## config.mk

```make
export PLATFORM = sky130hd
export DESIGN_NAME = fireboy_sprite_fetch_flat
export DESIGN_NICKNAME = d
export VERILOG_FILES = /design/src/rtl/fireboy_sprite_fetch_if.sv /design/src/rtl/fireboy_sprite_fetch.sv /design/src/flat_wrapper.sv
export SDC_FILE = /design/constraint.sdc
export NUM_CORES = 1
export LEC_CHECK = 0
export ABC_AREA = 1
export BUFFER_PORTS_ARGS = -buffer_cell sky130_fd_sc_hd__buf_2
export CORE_MARGIN = 4
export CORE_UTILIZATION = 45
export DETAILED_ROUTE_END_ITERATION = 12
export GPL_TIMING_DRIVEN = 0
export PLACE_DENSITY = 0.68
export SLEW_MARGIN = 20
export SYNTH_ARGS = -nofsm -noshare
export SYNTH_HDL_FRONTEND = slang
export SYNTH_SLANG_ARGS = --single-unit
```

## constraint.sdc

```tcl
create_clock -name Clk -period 4.1 [get_ports Clk]
set_input_delay 0.615 -clock Clk [delete_from_list [all_inputs] [get_ports Clk]]
set_output_delay 0.615 -clock Clk [all_outputs]
set_load 0.02 [all_outputs]
```

## src/rtl/fireboy_sprite_fetch_if.sv

```systemverilog
// Sprite fetch bus: beam position, per-frame sprite controls, the ROM
// address/data pair and the qualified pixel going to the colour mapper.
//   master : video timing / character logic / ROM / colour mapper side
//   slave  : fireboy_sprite_fetch
// Signals:
//   frame_start  one-cycle pulse at start of vertical blank
//   pixel_valid  DrawX/DrawY inside the visible region
//   DrawX/DrawY  beam column/row
//   SpriteX/Y    sprite top-left corner (latched on frame_start)
//   facing_left  horizontal mirror (latched on frame_start)
//   moving       animation enable (latched on frame_start)
//   read_address sprite ROM address
//   rom_pixel    colour returned combinationally by the ROM
//   anim_frame   animation ROM select
//   pix_out      qualified sprite colour (0 when transparent)
//   pix_opaque   1 = draw pix_out, 0 = show background
interface fireboy_sprite_fetch_if #(
  parameter int ADDR_W = 12
);
  logic              frame_start;
  logic              pixel_valid;
  logic [9:0]        DrawX;
  logic [9:0]        DrawY;
  logic [9:0]        SpriteX;
  logic [9:0]        SpriteY;
  logic              facing_left;
  logic              moving;
  logic [ADDR_W-1:0] read_address;
  logic [23:0]       rom_pixel;
  logic [1:0]        anim_frame;
  logic [23:0]       pix_out;
  logic              pix_opaque;

  modport master (
    output frame_start, pixel_valid, DrawX, DrawY, SpriteX, SpriteY,
           facing_left, moving, rom_pixel,
    input  read_address, anim_frame, pix_out, pix_opaque
  );

  modport slave (
    input  frame_start, pixel_valid, DrawX, DrawY, SpriteX, SpriteY,
           facing_left, moving, rom_pixel,
    output read_address, anim_frame, pix_out, pix_opaque
  );
endinterface

```

## src/rtl/fireboy_sprite_fetch.sv

```systemverilog
// Address generation and pixel qualification for the 60x60 palette sprite
// ROMs. A three-stage pipeline turns the beam position into a ROM address,
// then captures the returned colour and applies the transparency key.
// Horizontal mirroring and a frame-rate animation index are included.
// Ports:
//   Clk      system/pixel clock
//   Reset_n  asynchronous active-low reset
//   bus      fireboy_sprite_fetch_if.slave (see interface header)
// Latency DrawX/DrawY -> pix_out/pix_opaque is exactly 3 cycles.
module fireboy_sprite_fetch #(
  parameter int          SPR_W      = 60,
  parameter int          SPR_H      = 60,
  parameter int          ADDR_W     = 12,
  parameter logic [23:0] KEY_COLOR  = 24'h800080,
  parameter int          NUM_FRAMES = 4,
  parameter int          FRAME_DIV  = 6
) (
  input logic                    Clk,
  input logic                    Reset_n,
  fireboy_sprite_fetch_if.slave  bus
);

  localparam int REL_XW = $clog2(SPR_W);
  localparam int REL_YW = $clog2(SPR_H);
  localparam int CNT_W  = (FRAME_DIV > 1) ? $clog2(FRAME_DIV) : 1;

  // Per-frame latched controls
  logic [9:0]       sx;
  logic [9:0]       sy;
  logic             facing;
  logic             moving_q;
  logic [CNT_W-1:0] anim_cnt;
  logic [1:0]       anim_frame_q;

  // Stage 1
  logic              in_box1;
  logic [REL_XW-1:0] rel_x1;
  logic [REL_YW-1:0] rel_y1;
  logic              facing1;

  // Stage 2
  logic              in_box2;
  logic [ADDR_W-1:0] read_address_q;

  // Stage 3
  logic [23:0]       pix_out_q;
  logic              pix_opaque_q;

  // Combinational helpers
  logic [10:0]       x_lo, x_hi, y_lo, y_hi, dx, dy;
  logic              in_box_c;
  logic [REL_XW-1:0] col_c;
  logic [ADDR_W-1:0] addr_c;
  logic              opaque_c;

  // Frame latch and animation index. The animation decision uses the
  // freshly sampled moving, not the previous frame's value.
  always_ff @(posedge Clk or negedge Reset_n) begin
    if (!Reset_n) begin
      sx           <= '0;
      sy           <= '0;
      facing       <= 1'b0;
      moving_q     <= 1'b0;
      anim_cnt     <= '0;
      anim_frame_q <= '0;
    end else if (bus.frame_start) begin
      sx       <= bus.SpriteX;
      sy       <= bus.SpriteY;
      facing   <= bus.facing_left;
      moving_q <= bus.moving;
      if (!bus.moving) begin
        anim_cnt     <= '0;
        anim_frame_q <= '0;
      end else if (anim_cnt == CNT_W'(FRAME_DIV - 1)) begin
        anim_cnt <= '0;
        if (anim_frame_q == 2'(NUM_FRAMES - 1))
          anim_frame_q <= '0;
        else
          anim_frame_q <= anim_frame_q + 2'd1;
      end else begin
        anim_cnt <= anim_cnt + CNT_W'(1);
      end
    end
  end

  // Box test at 11 bits so a sprite near the right/bottom edge cannot wrap.
  always_comb begin
    dx       = {1'b0, bus.DrawX};
    dy       = {1'b0, bus.DrawY};
    x_lo     = {1'b0, sx};
    y_lo     = {1'b0, sy};
    x_hi     = x_lo + 11'(SPR_W);
    y_hi     = y_lo + 11'(SPR_H);
    in_box_c = bus.pixel_valid && (dx >= x_lo) && (dx < x_hi)
               && (dy >= y_lo) && (dy < y_hi);
  end

  // Stage 1 registers. Facing travels with the pixel so that a frame_start
  // landing mid-pipeline cannot mirror a pixel addressed with the old
  // position.
  always_ff @(posedge Clk or negedge Reset_n) begin
    if (!Reset_n) begin
      in_box1 <= 1'b0;
      rel_x1  <= '0;
      rel_y1  <= '0;
      facing1 <= 1'b0;
    end else begin
      in_box1 <= in_box_c;
      rel_x1  <= REL_XW'(bus.DrawX - sx);
      rel_y1  <= REL_YW'(bus.DrawY - sy);
      facing1 <= facing;
    end
  end

  always_comb begin
    col_c  = facing1 ? (REL_XW'(SPR_W - 1) - rel_x1) : rel_x1;
    addr_c = ADDR_W'(rel_y1) * ADDR_W'(SPR_W) + ADDR_W'(col_c);
  end

  // Stage 2 registers
  always_ff @(posedge Clk or negedge Reset_n) begin
    if (!Reset_n) begin
      in_box2        <= 1'b0;
      read_address_q <= '0;
    end else begin
      in_box2        <= in_box1;
      read_address_q <= in_box1 ? addr_c : '0;
    end
  end

  // Stage 3: ROM data is combinational off read_address_q.
  assign opaque_c = in_box2 && (bus.rom_pixel != KEY_COLOR);

  always_ff @(posedge Clk or negedge Reset_n) begin
    if (!Reset_n) begin
      pix_opaque_q <= 1'b0;
      pix_out_q    <= '0;
    end else begin
      pix_opaque_q <= opaque_c;
      pix_out_q    <= opaque_c ? bus.rom_pixel : '0;
    end
  end

  assign bus.read_address = read_address_q;
  assign bus.anim_frame   = anim_frame_q;
  assign bus.pix_out      = pix_out_q;
  assign bus.pix_opaque   = pix_opaque_q;

endmodule

```

## src/flat_wrapper.sv

```systemverilog
// flat-port wrapper written by rule: the top's interface ports become plain ports
module fireboy_sprite_fetch_flat 
#(
  parameter int          SPR_W      = 60,
  parameter int          SPR_H      = 60,
  parameter int          ADDR_W     = 12,
  parameter logic [23:0] KEY_COLOR  = 24'h800080,
  parameter int          NUM_FRAMES = 4,
  parameter int          FRAME_DIV  = 6
)
  (Clk, Reset_n, bus_frame_start, bus_pixel_valid, bus_DrawX, bus_DrawY, bus_SpriteX, bus_SpriteY, bus_facing_left, bus_moving, bus_rom_pixel, bus_read_address, bus_anim_frame, bus_pix_out, bus_pix_opaque);
  fireboy_sprite_fetch_if #(.ADDR_W(ADDR_W)) bus_i ();
  input logic Clk;
  input logic Reset_n;
  input wire logic [$bits(bus_i.frame_start)-1:0] bus_frame_start;
  input wire logic [$bits(bus_i.pixel_valid)-1:0] bus_pixel_valid;
  input wire logic [$bits(bus_i.DrawX)-1:0] bus_DrawX;
  input wire logic [$bits(bus_i.DrawY)-1:0] bus_DrawY;
  input wire logic [$bits(bus_i.SpriteX)-1:0] bus_SpriteX;
  input wire logic [$bits(bus_i.SpriteY)-1:0] bus_SpriteY;
  input wire logic [$bits(bus_i.facing_left)-1:0] bus_facing_left;
  input wire logic [$bits(bus_i.moving)-1:0] bus_moving;
  input wire logic [$bits(bus_i.rom_pixel)-1:0] bus_rom_pixel;
  output wire logic [$bits(bus_i.read_address)-1:0] bus_read_address;
  output wire logic [$bits(bus_i.anim_frame)-1:0] bus_anim_frame;
  output wire logic [$bits(bus_i.pix_out)-1:0] bus_pix_out;
  output wire logic [$bits(bus_i.pix_opaque)-1:0] bus_pix_opaque;
  assign bus_i.frame_start = bus_frame_start;
  assign bus_i.pixel_valid = bus_pixel_valid;
  assign bus_i.DrawX = bus_DrawX;
  assign bus_i.DrawY = bus_DrawY;
  assign bus_i.SpriteX = bus_SpriteX;
  assign bus_i.SpriteY = bus_SpriteY;
  assign bus_i.facing_left = bus_facing_left;
  assign bus_i.moving = bus_moving;
  assign bus_i.rom_pixel = bus_rom_pixel;
  assign bus_read_address = bus_i.read_address;
  assign bus_anim_frame = bus_i.anim_frame;
  assign bus_pix_out = bus_i.pix_out;
  assign bus_pix_opaque = bus_i.pix_opaque;
  fireboy_sprite_fetch #(.SPR_W(SPR_W), .SPR_H(SPR_H), .ADDR_W(ADDR_W), .KEY_COLOR(KEY_COLOR), .NUM_FRAMES(NUM_FRAMES), .FRAME_DIV(FRAME_DIV)) u_core (.Clk(Clk), .Reset_n(Reset_n), .bus(bus_i));
endmodule
```

==> results of run 1 <==
Yosys cell counts:
cell / n / area share
sky130_fd_sc_hd__inv_1: 104 / 0.079
sky130_fd_sc_hd__nand2_1: 89 / 0.068
sky130_fd_sc_hd__dfrtp_1: 78 / 0.40
sky130_fd_sc_hd__ha_1: 57 / 0.14
sky130_fd_sc_hd__nor2_1: 56 / 0.043
sky130_fd_sc_hd__o21ai_0: 29 / 0.029
sky130_fd_sc_hd__a21oi_1: 28 / 0.028
sky130_fd_sc_hd__nand3_1: 28 / 0.028
sky130_fd_sc_hd__xor2_1: 15 / 0.027
sky130_fd_sc_hd__fa_1: 12 / 0.049
sky130_fd_sc_hd__nand4_1: 9 / 0.011
sky130_fd_sc_hd__nand2_2: 7 / 0.0089
sky130_fd_sc_hd__nor3_1: 6 / 0.0061
sky130_fd_sc_hd__xnor2_1: 6 / 0.011
sky130_fd_sc_hd__clkbuf_1: 5 / 0.0038
sky130_fd_sc_hd__a21o_1: 3 / 0.0046
sky130_fd_sc_hd__mux2_2: 3 / 0.0069
sky130_fd_sc_hd__nand3b_1: 3 / 0.0046
sky130_fd_sc_hd__nor2_2: 3 / 0.0038
sky130_fd_sc_hd__o21a_1: 3 / 0.0046
sky130_fd_sc_hd__o21bai_1: 3 / 0.0046
sky130_fd_sc_hd__buf_2: 2 / 0.0020
sky130_fd_sc_hd__buf_4: 2 / 0.0030
sky130_fd_sc_hd__nand2_4: 2 / 0.0046
sky130_fd_sc_hd__nor2_4: 2 / 0.0046
sky130_fd_sc_hd__nor4_1: 2 / 0.0025
sky130_fd_sc_hd__a21oi_2: 1 / 0.0018
sky130_fd_sc_hd__a31oi_1: 1 / 0.0013
sky130_fd_sc_hd__and2_1: 1 / 0.0013
sky130_fd_sc_hd__inv_2: 1 / 0.00076
sky130_fd_sc_hd__nand3_2: 1 / 0.0020
sky130_fd_sc_hd__nand3_4: 1 / 0.0036
sky130_fd_sc_hd__nand3b_2: 1 / 0.0023
sky130_fd_sc_hd__nand3b_4: 1 / 0.0041
sky130_fd_sc_hd__o21ai_1: 1 / 0.0010
sky130_fd_sc_hd__o31ai_1: 1 / 0.0015
sky130_fd_sc_hd__or2_4: 1 / 0.0018
logic make-up (layout without fill, tap and decap cells):
group	Yosys count	after routing	synth area share
compound gates	70	70	0.07718
buf+inv	114	238	0.08885
flops	78	78	0.3960
simple gates	213	213	0.2003
mux	3	3	0.006854
fa+ha+maj	69	69	0.1934
xor+xnor	21	21	0.03732
worst max-delay path: cells and delay by family (launching register included):
kind	cells	cell delay, ps
adders and majority gates	4	1880
buffers and inverters	3	160
DFF	1	430
and+or+nand+nor	8	590
cell type report:
cell class / count / area, sq um / area share
repair buffers: 108 / 565.5 / 0.09595
multi-input cells: 376 / 2539 / 0.4307
clock buffers: 10 / 137.6 / 0.02335
clock inverters: 6 / 92.59 / 0.01571
inverters: 105 / 394.1 / 0.06686
well taps: 136 / 170.2 / 0.02887
flip-flops and latches: 78 / 1952 / 0.3311
plain buffers: 9 / 43.79 / 0.007429
power by group:
part	internal [mW]	switching (mW)
combinational	0.690	1.13
sequential	0.845	0.0528
clock	0.364	0.304
metal layers:
metal	up-vias	GRT usage	part of all wire
met5	-	0	0
met4	0	0.03686	0.0083
met3	8	0.04744	0.056
met2	97	0.3025	0.51
met1	1807	0.1997	0.43
li1	2034	-	-
state kept, by name (all words and copies together) (netlist names):
signal and flops:
u_core.anim_cnt 3, u_core.bus.read_address 12, u_core.sx 10, u_core.bus.pix_out 24, u_core.rel_y1 6, u_core.bus.pix_opaque 1
u_core.rel_x1 6, u_core.facing 1, u_core.facing1 1, u_core.in_box2 1, u_core.in_box1 1, u_core.sy 10
u_core.bus.anim_frame 2
final timing paths:
path / start / end / slack, ps / cells after the start
max in group asynchronous: Reset_n / u_core.in_box1$_DFF_PN0_ / 3340 / 2
setup / recovery: u_core.rel_y1[0]$_DFF_PN0_ / u_core.bus.read_address[11]$_DFF_PN0_ / 940 / 15
min in group Clk: u_core.facing$_DFFE_PN0P_ / u_core.facing1$_DFF_PN0_ / 420 / 0
setup reg to reg: u_core.rel_y1[0]$_DFF_PN0_ / u_core.bus.read_address[11]$_DFF_PN0_ / 940 / 15
hold reg to reg: u_core.facing$_DFFE_PN0P_ / u_core.facing1$_DFF_PN0_ / 420 / 0
hold / removal: Reset_n / u_core.bus.read_address[5]$_DFF_PN0_ / 200 / 1
==> results.toml, run 1 <==
[layout]
layout.cells.most_common = "sky130_fd_sc_hd__buf_2"
finish.cell_count_without_fillers = 828
final_net_count = 826
layout.cells.most_common_list = "108 x sky130_fd_sc_hd__buf_2, 104 x sky130_fd_sc_hd__inv_1, 89 x sky130_fd_sc_hd__nand2_1"
area_delta_synth_final_pct = 19.60
fillerInstances = 996
fin_util = 0.5609
post_route_cells_drive_above_1_share = 0.2197
antenna_cells = 0
fin_area_sq_mm = 0.005894

[route]
via_count = 3946
drc = 0
drt-vias-per-instance = 4.766
drt_first_iter_violations = 152
drt_pre_antenna_iters = 5
antenna_violating_nets_post_route = 0
total_wire_length_mm = 9.979
post_drt_wl_per_cell_um = 12.05

[pwr]
vdd_ir_drop_max_uv = 339.3
cellLeakagePower_nw = 3.383
power.density_mw_per_mm2 = 573.9
total_power_mw = 3.383

[synth]
synth-seq-area-share = 0.3960
synth_warnings = 0
synth.net_count = 707
netlist-cell-type-count = 37
flip_flop_and_latch_count_after_synthesis = 78
synth_area_per_cell_sq_um = 8.677
syn-instance-count = 568
netlist_area_sq_mm = 0.004928

[worst_setup_path]
crit_path_max_incr_delay_ps = 530
critical-path-slowest-cell = "sky130_fd_sc_hd__fa_1"
classification_of_the_worst_setup_path = "reg -> reg"
endpoint_kind = "flop"
cp_cell_sequence = "fa_1, fa_1, inv_1, fa_1, inv_1, ha_1, inv_1, nor2_2, nand2_1, nand2_4, nand3_4, nor2_4, nand3_1, nand2_1, nor2_1"
timing.critical_path.arrival_ps = 3400
critPathRequiredTime_ps = 4340
startpoint_type = "flop"
critPathMaxFanout = 4

[timing]
worst-slew-pin-transition_ps = 487.6
timing.final.setup_violations = 0
final-hold-violation-count = 0
layout_worst_path_cycle_share = 0.7713
hold_slack_ps = 195.2
max_clock_freq_mhz = 316.2
rsz0062_at_grt = "false"
pins_over_their_slew_limit = 0
slew_headroom = 0.6750
finalSetupTns_ps = 0
worst_clock_skew_ps = 14.93
final_critical_path_setup_slack_ps = 937.7
final_period_minus_worst_setup_slack_ps = 3162

[floorplanning]
die-height_um = 112.7
fp.coreArea_sq_mm = 0.01051
die-area_sq_mm = 0.01269
starting_density_of_the_core = 0.4690
io_pins = 109
placementRows = 37
fp.dieW_um = 112.7

[cts]
ctsResizeCount = 0
insertion_delay_of_the_later_clocked_pin_in_the_worst_skew_pair_ps = 350
ctsRootBufferMaster = "sky130_fd_sc_hd__clkbuf_8"
max-clock-path-buffers = 2
cts.repair_timing.setup_buffer_count = 0
cts.htree.levels = 3
clock_sinks = 78
cts.reportedPaths.clkPinSlew_ps = 90
cts_made_buffers = 9
tritoncts = "built"
cts-hold-fix-buffers = 0

[placed_design]
port_buffers = 107
dpl.hpwl_mm = 8.205
gp_congestion = 0.8222
postPlaceCellArea_sq_mm = 0.005664
detailedPlace.worstSlack_ps = 943.2
place.detailed.instances = 812

[outcome]
run_status = "complete, no violations"

[global_route]
gr-usage-all-layers = 0.1684
grt_max_degree = 48
grt_pass1_wl_mm = 17.81
first_global_vias = 4063
grt.overflow.total = 0
antenna_found_initial = 0

[hold_path]
min_delay_path_class = "in -> async"

[run]
max-cap-violations = 0
No activity file was read; power rests on OpenSTA's default activity.
==> run 2, diff against run 1 <==
--- a/config.mk
+++ b/config.mk
@@ -11,7 +11,7 @@
 export CORE_UTILIZATION = 45
 export DETAILED_ROUTE_END_ITERATION = 12
 export GPL_TIMING_DRIVEN = 0
-export PLACE_DENSITY = 0.68
+export PLACE_DENSITY = 0.71
 export SLEW_MARGIN = 20
 export SYNTH_ARGS = -nofsm -noshare
 export SYNTH_HDL_FRONTEND = slang
==> constraint.sdc (replaced) <==
create_clock -name Clk -period 2.8 [get_ports Clk]
set_input_delay 0.42 -clock Clk [delete_from_list [all_inputs] [get_ports Clk]]
set_output_delay 0.42 -clock Clk [all_outputs]
set_load 0.02 [all_outputs]
==> run 2 against run 1 <==
Compared with the run above:
- sequential power grew 46%
- fmax is 4.3% higher
- largest cell class unchanged
- the run now ends with setup timing left
- worst hold slack better by 66 ps
- clock power up 34%
- core utilization increased by 0.57 points
- final cell count grew 0.97%
- first-iteration DRC count fell by 26%
- power grew 50%
- register-to-register slack got worse by 1200 ps
==> results.toml, run 2 (synthesis results as in run 1) <==
[cts]
tritoncts = "built"
cts.htree.levels = 3
max-clock-path-buffers = 2
cts.reportedPaths.clkPinSlew_ps = 90
clock_sinks = 78
insertion_delay_of_the_later_clocked_pin_in_the_worst_skew_pair_ps = 360
cts_made_buffers = 9
ctsRootBufferMaster = "sky130_fd_sc_hd__clkbuf_8"

[global_route]
first_global_vias = 4268
grt_pass1_wl_mm = 18.14
grt_max_degree = 48
antenna_found_initial = 0
grt.overflow.total = 0
gr-usage-all-layers = 0.1715

[placed_design]
port_buffers = 107
postPlaceCellArea_sq_mm = 0.005677
gp_congestion = 0.8250
dpl.hpwl_mm = 8.205

[floorplanning]
fp.coreArea_sq_mm = 0.01051
starting_density_of_the_core = 0.4690
die-height_um = 112.7
placementRows = 37
io_pins = 109
die-area_sq_mm = 0.01269
fp.dieW_um = 112.7

[layout]
post_route_cells_drive_above_1_share = 0.2371
fillerInstances = 987
largest_register_ff_count = 24
final_net_count = 834
layout.cells.most_common_list = "108 x sky130_fd_sc_hd__buf_2, 101 x sky130_fd_sc_hd__inv_1, 88 x sky130_fd_sc_hd__nand2_1"
layout.cells.most_common = "sky130_fd_sc_hd__buf_2"
fin_area_sq_mm = 0.005954
area_delta_synth_final_pct = 20.82
antenna_cells = 0

[worst_setup_path]
critical_path_s_top_delay_family = "adder cells"
critPathLaunch = "u_core.rel_y1[0]$_DFF_PN0_"
critPathMaxFanout = 3
timing.critical_path.arrival_ps = 3290
crit_path_max_incr_delay_ps = 540
critical_path.reg2reg.endpoint = "u_core.bus.read_address[11]$_DFF_PN0_"
cp_cell_sequence = "fa_1, fa_1, inv_1, fa_1, inv_2, ha_4, inv_2, nor2_2, nand2_2, nand2_4, nand3_4, nor2_4, nand3_2, nand2_1, nor2_1"
path_buf_inv = 3
worst-path-stages = 15
critPathRequiredTime_ps = 3050
worst-r2r-setup-slack_ps = -230
classification_of_the_worst_setup_path = "reg -> reg"
crit_path_end = "u_core.bus.read_address[11]$_DFF_PN0_"
cell_count_of_the_worst_reg_to_reg_path = 15
r2r-start = "u_core.rel_y1[0]$_DFF_PN0_"
critical-path-slowest-cell = "sky130_fd_sc_hd__fa_1"
startpoint_type = "flop"
worst_path_most_repeated_cell = "sky130_fd_sc_hd__fa_1"
endpoint_kind = "flop"

[timing]
worst_clock_skew_ps = 11.93
max_clock_freq_mhz = 329.9
final-hold-violation-count = 0
timing.final.setup_violations = 5
slew_headroom = 0.6770
worst-slew-pin-transition_ps = 484.5
rsz0062_at_grt = "true"
final_period_minus_worst_setup_slack_ps = 3031
final_critical_path_setup_slack_ps = -230.9
hold_slack_ps = 261.3
layout_worst_path_cycle_share = 1.082
pins_over_their_slew_limit = 0

[route]
post_drt_wl_per_cell_um = 12.12
total_wire_length_mm = 10.13
drc = 0
via_count = 3999
drt-vias-per-instance = 4.783
drt_first_iter_violations = 113
drt_pre_antenna_iters = 4
antenna_violating_nets_post_route = 0

[pwr]
p_clk_frac = 0.176
power.combinational.fraction = 0.566
power.net_switching_mw = 2.272
p_int_mw = 2.812
p_sw_frac = 0.4468
power_frac_seq = 0.258
vdd_ir_drop_max_uv = 526.2
power.density_mw_per_mm2 = 853.8
cellLeakagePower_nw = 3.412

[outcome]
violations = "setup timing"
run_status = "complete, but fails checks"

[run]
max-cap-violations = 0

[hold_path]
min_delay_path_class = "in -> reg"
-- run 2: worst min path at each step --
stage | start | to | slack [ps] | depth (start not counted)
finish | bus_SpriteX[9] | u_core.sx[9]$_DFFE_PN0P_ | 260 | 3
global route | bus_SpriteX[3] | u_core.sx[3]$_DFFE_PN0P_ | 260 | 3
CTS | bus_SpriteX[9] | u_core.sx[9]$_DFFE_PN0P_ | 250 | 3
detailed placement | u_core.facing$_DFFE_PN0P_ | u_core.facing1$_DFF_PN0_ | 370 | 0
global placement | u_core.facing$_DFFE_PN0P_ | u_core.facing1$_DFF_PN0_ | 360 | 0
floorplan | Reset_n | u_core.anim_cnt[0]$_DFFE_PN0P_ | 120 | 0
-- run 2: what timing repair did --
item                                   CTS  global route
resized for setup                        2             2
hold buffers                             1             0
endpoints found under the hold margin    4             0
cloned                                   0             0
setup buffers                            4             3
pin swaps                                6             6
setup endpoints to repair                6             6
-- run 2: power groups by stage --
stage          logic (mW)  clock network [mW]  registers, mW
2_1_floorplan        2.20                   0           1.36
3_3_place_gp         2.64                   0           1.33
3_5_place_dp         2.73                   0           1.34
4_1_cts              2.83               0.932           1.31
5_1_grt              3.30               0.980           1.33
6_report             2.88               0.894           1.31
-- run 2: per-layer routing --
metal,track usage,part of all wire
met1,0.1979,0.42
met2,0.3124,0.51
met3,0.03396,0.052
met4,0.06330,0.019
met5,0,0
-- run 2: cell type report --
class	instances	area, sq um	area share
Sequential cell	78	1952	0.3278
Tap cell	136	170.2	0.02858
Inverter	105	394.1	0.06619
Clock inverter	7	80.08	0.01345
Clock buffer	9	123.9	0.02080
Multi-Input combinational cell	376	2562	0.4303
Timing Repair Buffer	116	628.1	0.1055
Buffer	9	43.79	0.007354
-- run 2: worst register-to-register path: stages (launching register included) --
cell	delay, ps
sky130_fd_sc_hd__dfrtp_1	410
sky130_fd_sc_hd__fa_1	520
sky130_fd_sc_hd__fa_1	540
sky130_fd_sc_hd__inv_1	50
sky130_fd_sc_hd__fa_1	490
sky130_fd_sc_hd__inv_2	50
sky130_fd_sc_hd__ha_4	270
sky130_fd_sc_hd__inv_2	30
sky130_fd_sc_hd__nor2_2	80
sky130_fd_sc_hd__nand2_2	70
sky130_fd_sc_hd__nand2_4	90
sky130_fd_sc_hd__nand3_4	80
sky130_fd_sc_hd__nor2_4	100
sky130_fd_sc_hd__nand3_2	60
sky130_fd_sc_hd__nand2_1	60
sky130_fd_sc_hd__nor2_1	40
-- run 2: through the flow --
step / utilization / total power [mW] / cells / TNS (ps) / worst slack, ps
after floorplan: - / 3.559 / 568 / -460.9 / -179.7
after global placement: 0.5373 / 3.977 / 811 / -913.5 / -259.6
after detailed placement: 0.5402 / 4.071 / 812 / -1015 / -292.9
after CTS: 0.5641 / 5.073 / 833 / -804.0 / -214.0
after global routing: 0.5666 / 5.607 / 836 / -1911 / -412.2
final: 0.5666 / 5.084 / 836 / -852.6 / -230.9
==> run 3, diff against run 2 <==
--- a/config.mk
+++ b/config.mk
@@ -12,6 +12,7 @@
 export DETAILED_ROUTE_END_ITERATION = 12
 export GPL_TIMING_DRIVEN = 0
 export PLACE_DENSITY = 0.71
+export REMOVE_ABC_BUFFERS = 1
 export SLEW_MARGIN = 20
 export SYNTH_ARGS = -nofsm -noshare
 export SYNTH_HDL_FRONTEND = slang
==> run 3 against run 2 <==
Compared with the run above:
- the flow still finishes with violations (setup timing)
- fmax grew 0.45%
- worst hold slack improved by 14 ps
- setup slack better by 13 ps
- sequential power hardly changed
- critical path depth is the same
- final cell count fell by 1.3%
- largest power group unchanged
- die area stayed put
==> results.toml, run 3 (synthesis results as in run 1) <==
[outcome]
run_status = "complete, but fails checks"
violations = "setup timing"

[cts]
cts.htree.levels = 3
clock_sinks = 78
cts.reportedPaths.clkPinSlew_ps = 100
cts_made_buffers = 9
insertion_delay_of_the_later_clocked_pin_in_the_worst_skew_pair_ps = 350
tritoncts = "built"
max-clock-path-buffers = 2
ctsRootBufferMaster = "sky130_fd_sc_hd__clkbuf_8"

[timing]
max_clock_freq_mhz = 331.4
pins_over_their_slew_limit = 0
final_period_minus_worst_setup_slack_ps = 3017
final-hold-violation-count = 0
timing.final.setup_violations = 5
slew_headroom = 0.5052
worst_clock_skew_ps = 17.10
final_critical_path_setup_slack_ps = -217.4
hold_slack_ps = 275.7
worst-slew-pin-transition_ps = 740.4
layout_worst_path_cycle_share = 1.078
rsz0062_at_grt = "true"

[pwr]
p_sw_frac = 0.4551
power.density_mw_per_mm2 = 834.2
p_clk_frac = 0.163
power.net_switching_mw = 2.230
vdd_ir_drop_max_uv = 488.1
cellLeakagePower_nw = 3.362
p_int_mw = 2.670
power.combinational.fraction = 0.568
power_frac_seq = 0.269

[layout]
antenna_cells = 0
post_route_cells_drive_above_1_share = 0.2337
final_net_count = 823
area_delta_synth_final_pct = 19.19
fin_area_sq_mm = 0.005874
fin_util = 0.5590
layout.cells.most_common_list = "107 x sky130_fd_sc_hd__buf_2, 100 x sky130_fd_sc_hd__inv_1, 88 x sky130_fd_sc_hd__nand2_1"
layout.cells.most_common = "sky130_fd_sc_hd__buf_2"
largest_register_ff_count = 24

[floorplanning]
starting_density_of_the_core = 0.4690
fp.coreArea_sq_mm = 0.01051
die-area_sq_mm = 0.01269
die-height_um = 112.7
placementRows = 37
io_pins = 109
fp.dieW_um = 112.7

[global_route]
grt_pass1_wl_mm = 17.11
grt.overflow.total = 0
grt_max_degree = 50
antenna_found_initial = 0
gr-usage-all-layers = 0.1599
first_global_vias = 4001

[worst_setup_path]
path_buf_inv = 3
crit_path_max_incr_delay_ps = 520
classification_of_the_worst_setup_path = "reg -> reg"
critPathMaxFanout = 4
timing.critical_path.arrival_ps = 3270
startpoint_type = "flop"
critPathRequiredTime_ps = 3050
critical-path-slowest-cell = "sky130_fd_sc_hd__fa_1"
endpoint_kind = "flop"
critical_path_s_top_delay_family = "adder cells"
worst_path_most_repeated_cell = "sky130_fd_sc_hd__fa_1"
cp_cell_sequence = "fa_1, fa_1, inv_1, fa_1, inv_2, ha_4, inv_2, nor2_2, nand2_2, nand2_4, nand3_4, nor2_4, nand3_2, nand2_1, nor2_1"

[placed_design]
gp_congestion = 0.8555
port_buffers = 108
dpl.hpwl_mm = 7.916
postPlaceCellArea_sq_mm = 0.005625

[route]
drc = 0
via_count = 3922
drt_first_iter_violations = 121
drt-vias-per-instance = 4.754
total_wire_length_mm = 9.700
drt_pre_antenna_iters = 4
antenna_violating_nets_post_route = 0
post_drt_wl_per_cell_um = 11.76

[hold_path]
min_delay_path_class = "in -> reg"

[run]
max-cap-violations = 0
-- run 3: cell count changes in the layout (fill, tap and decap cells not counted) --
cell,delta
sky130_fd_sc_hd__clkinv_2,-1
sky130_fd_sc_hd__buf_4,-5
sky130_fd_sc_hd__bufinv_16,-1
sky130_fd_sc_hd__inv_2,+1
sky130_fd_sc_hd__clkinv_4,+1
sky130_fd_sc_hd__clkinvlp_4,+1
sky130_fd_sc_hd__buf_2,-1
sky130_fd_sc_hd__clkbuf_1,-5
sky130_fd_sc_hd__inv_1,-1
-- run 3: power by group through the flow --
stage / sequential [mW] / clock [mW] / combinational [mW]
floorplan: 1.36 / 0 / 2.12
global route: 1.34 / 0.881 / 3.24
CTS: 1.32 / 0.824 / 2.76
detailed placement: 1.34 / 0 / 2.64
global placement: 1.34 / 0 / 2.55
finish: 1.32 / 0.798 / 2.78
-- run 3: repair_timing --
item / in CTS / in global routing
hold buffers: 1 / 0
gates resized for setup: 4 / 4
buffers inserted: 2 / 2
endpoints found under the hold margin: 3 / 0
pin swaps: 7 / 3
endpoints found under the setup margin: 6 / 6
-- run 3: layout make-up --
cell class | instances | area (sq um)
Clock buffer | 9 | 123.9
Timing Repair Buffer | 114 | 610.6
Tap cell | 136 | 170.2
Clock inverter | 7 | 61.31
Inverter | 105 | 394.1
Multi-Input combinational cell | 376 | 2562
Sequential cell | 78 | 1952
Fill cell | 976 | 4634
-- run 3: layer usage --
layer / vias up / track usage / part of all wire
met2: 97 / 0.2800 / 0.51
li1: 2031 / - / -
met3: 12 / 0.03235 / 0.051
met1: 1782 / 0.1968 / 0.43
met4: 0 / 0.05208 / 0.017
met5: - / 0 / 0
-- run 3: tightest hold or removal path, cell delays in order --
cell                      delay [ps]
sky130_fd_sc_hd__buf_2            70
sky130_fd_sc_hd__nand2_1          40
sky130_fd_sc_hd__o21ai_0          50
-- run 3: path summary, 6_finish.rpt --
| check | from | to | slack [ps] | cells past startpoint |
|---|---|---|---|---|
| worst max-delay path | u_core.rel_y1[0]$_DFF_PN0_ | u_core.bus.read_address[11]$_DFF_PN0_ | -220 | 15 |
| worst min-delay path | bus_SpriteX[8] | u_core.sx[8]$_DFFE_PN0P_ | 280 | 3 |
| worst max register to register | u_core.rel_y1[0]$_DFF_PN0_ | u_core.bus.read_address[11]$_DFF_PN0_ | -220 | 15 |
| worst min register to register | u_core.facing$_DFFE_PN0P_ | u_core.facing1$_DFF_PN0_ | 390 | 0 |
| max in group asynchronous | Reset_n | u_core.bus.pix_out[8]$_DFF_PN0_ | 1680 | 3 |
| min in group asynchronous | Reset_n | u_core.bus.read_address[11]$_DFF_PN0_ | 540 | 2 |
-- run 3: per-stage QoR --
step	setup slack, ps	setup TNS [ps]	power [mW]	std cells
after global placement	-309.1	-1306	3.883	803
final	-217.4	-731.6	4.901	825
after floorplan	-205.0	-662.4	3.484	559
after global routing	-374.0	-1592	5.459	825
after CTS	-290.1	-1156	4.903	823
after detailed placement	-366.0	-1642	3.981	804
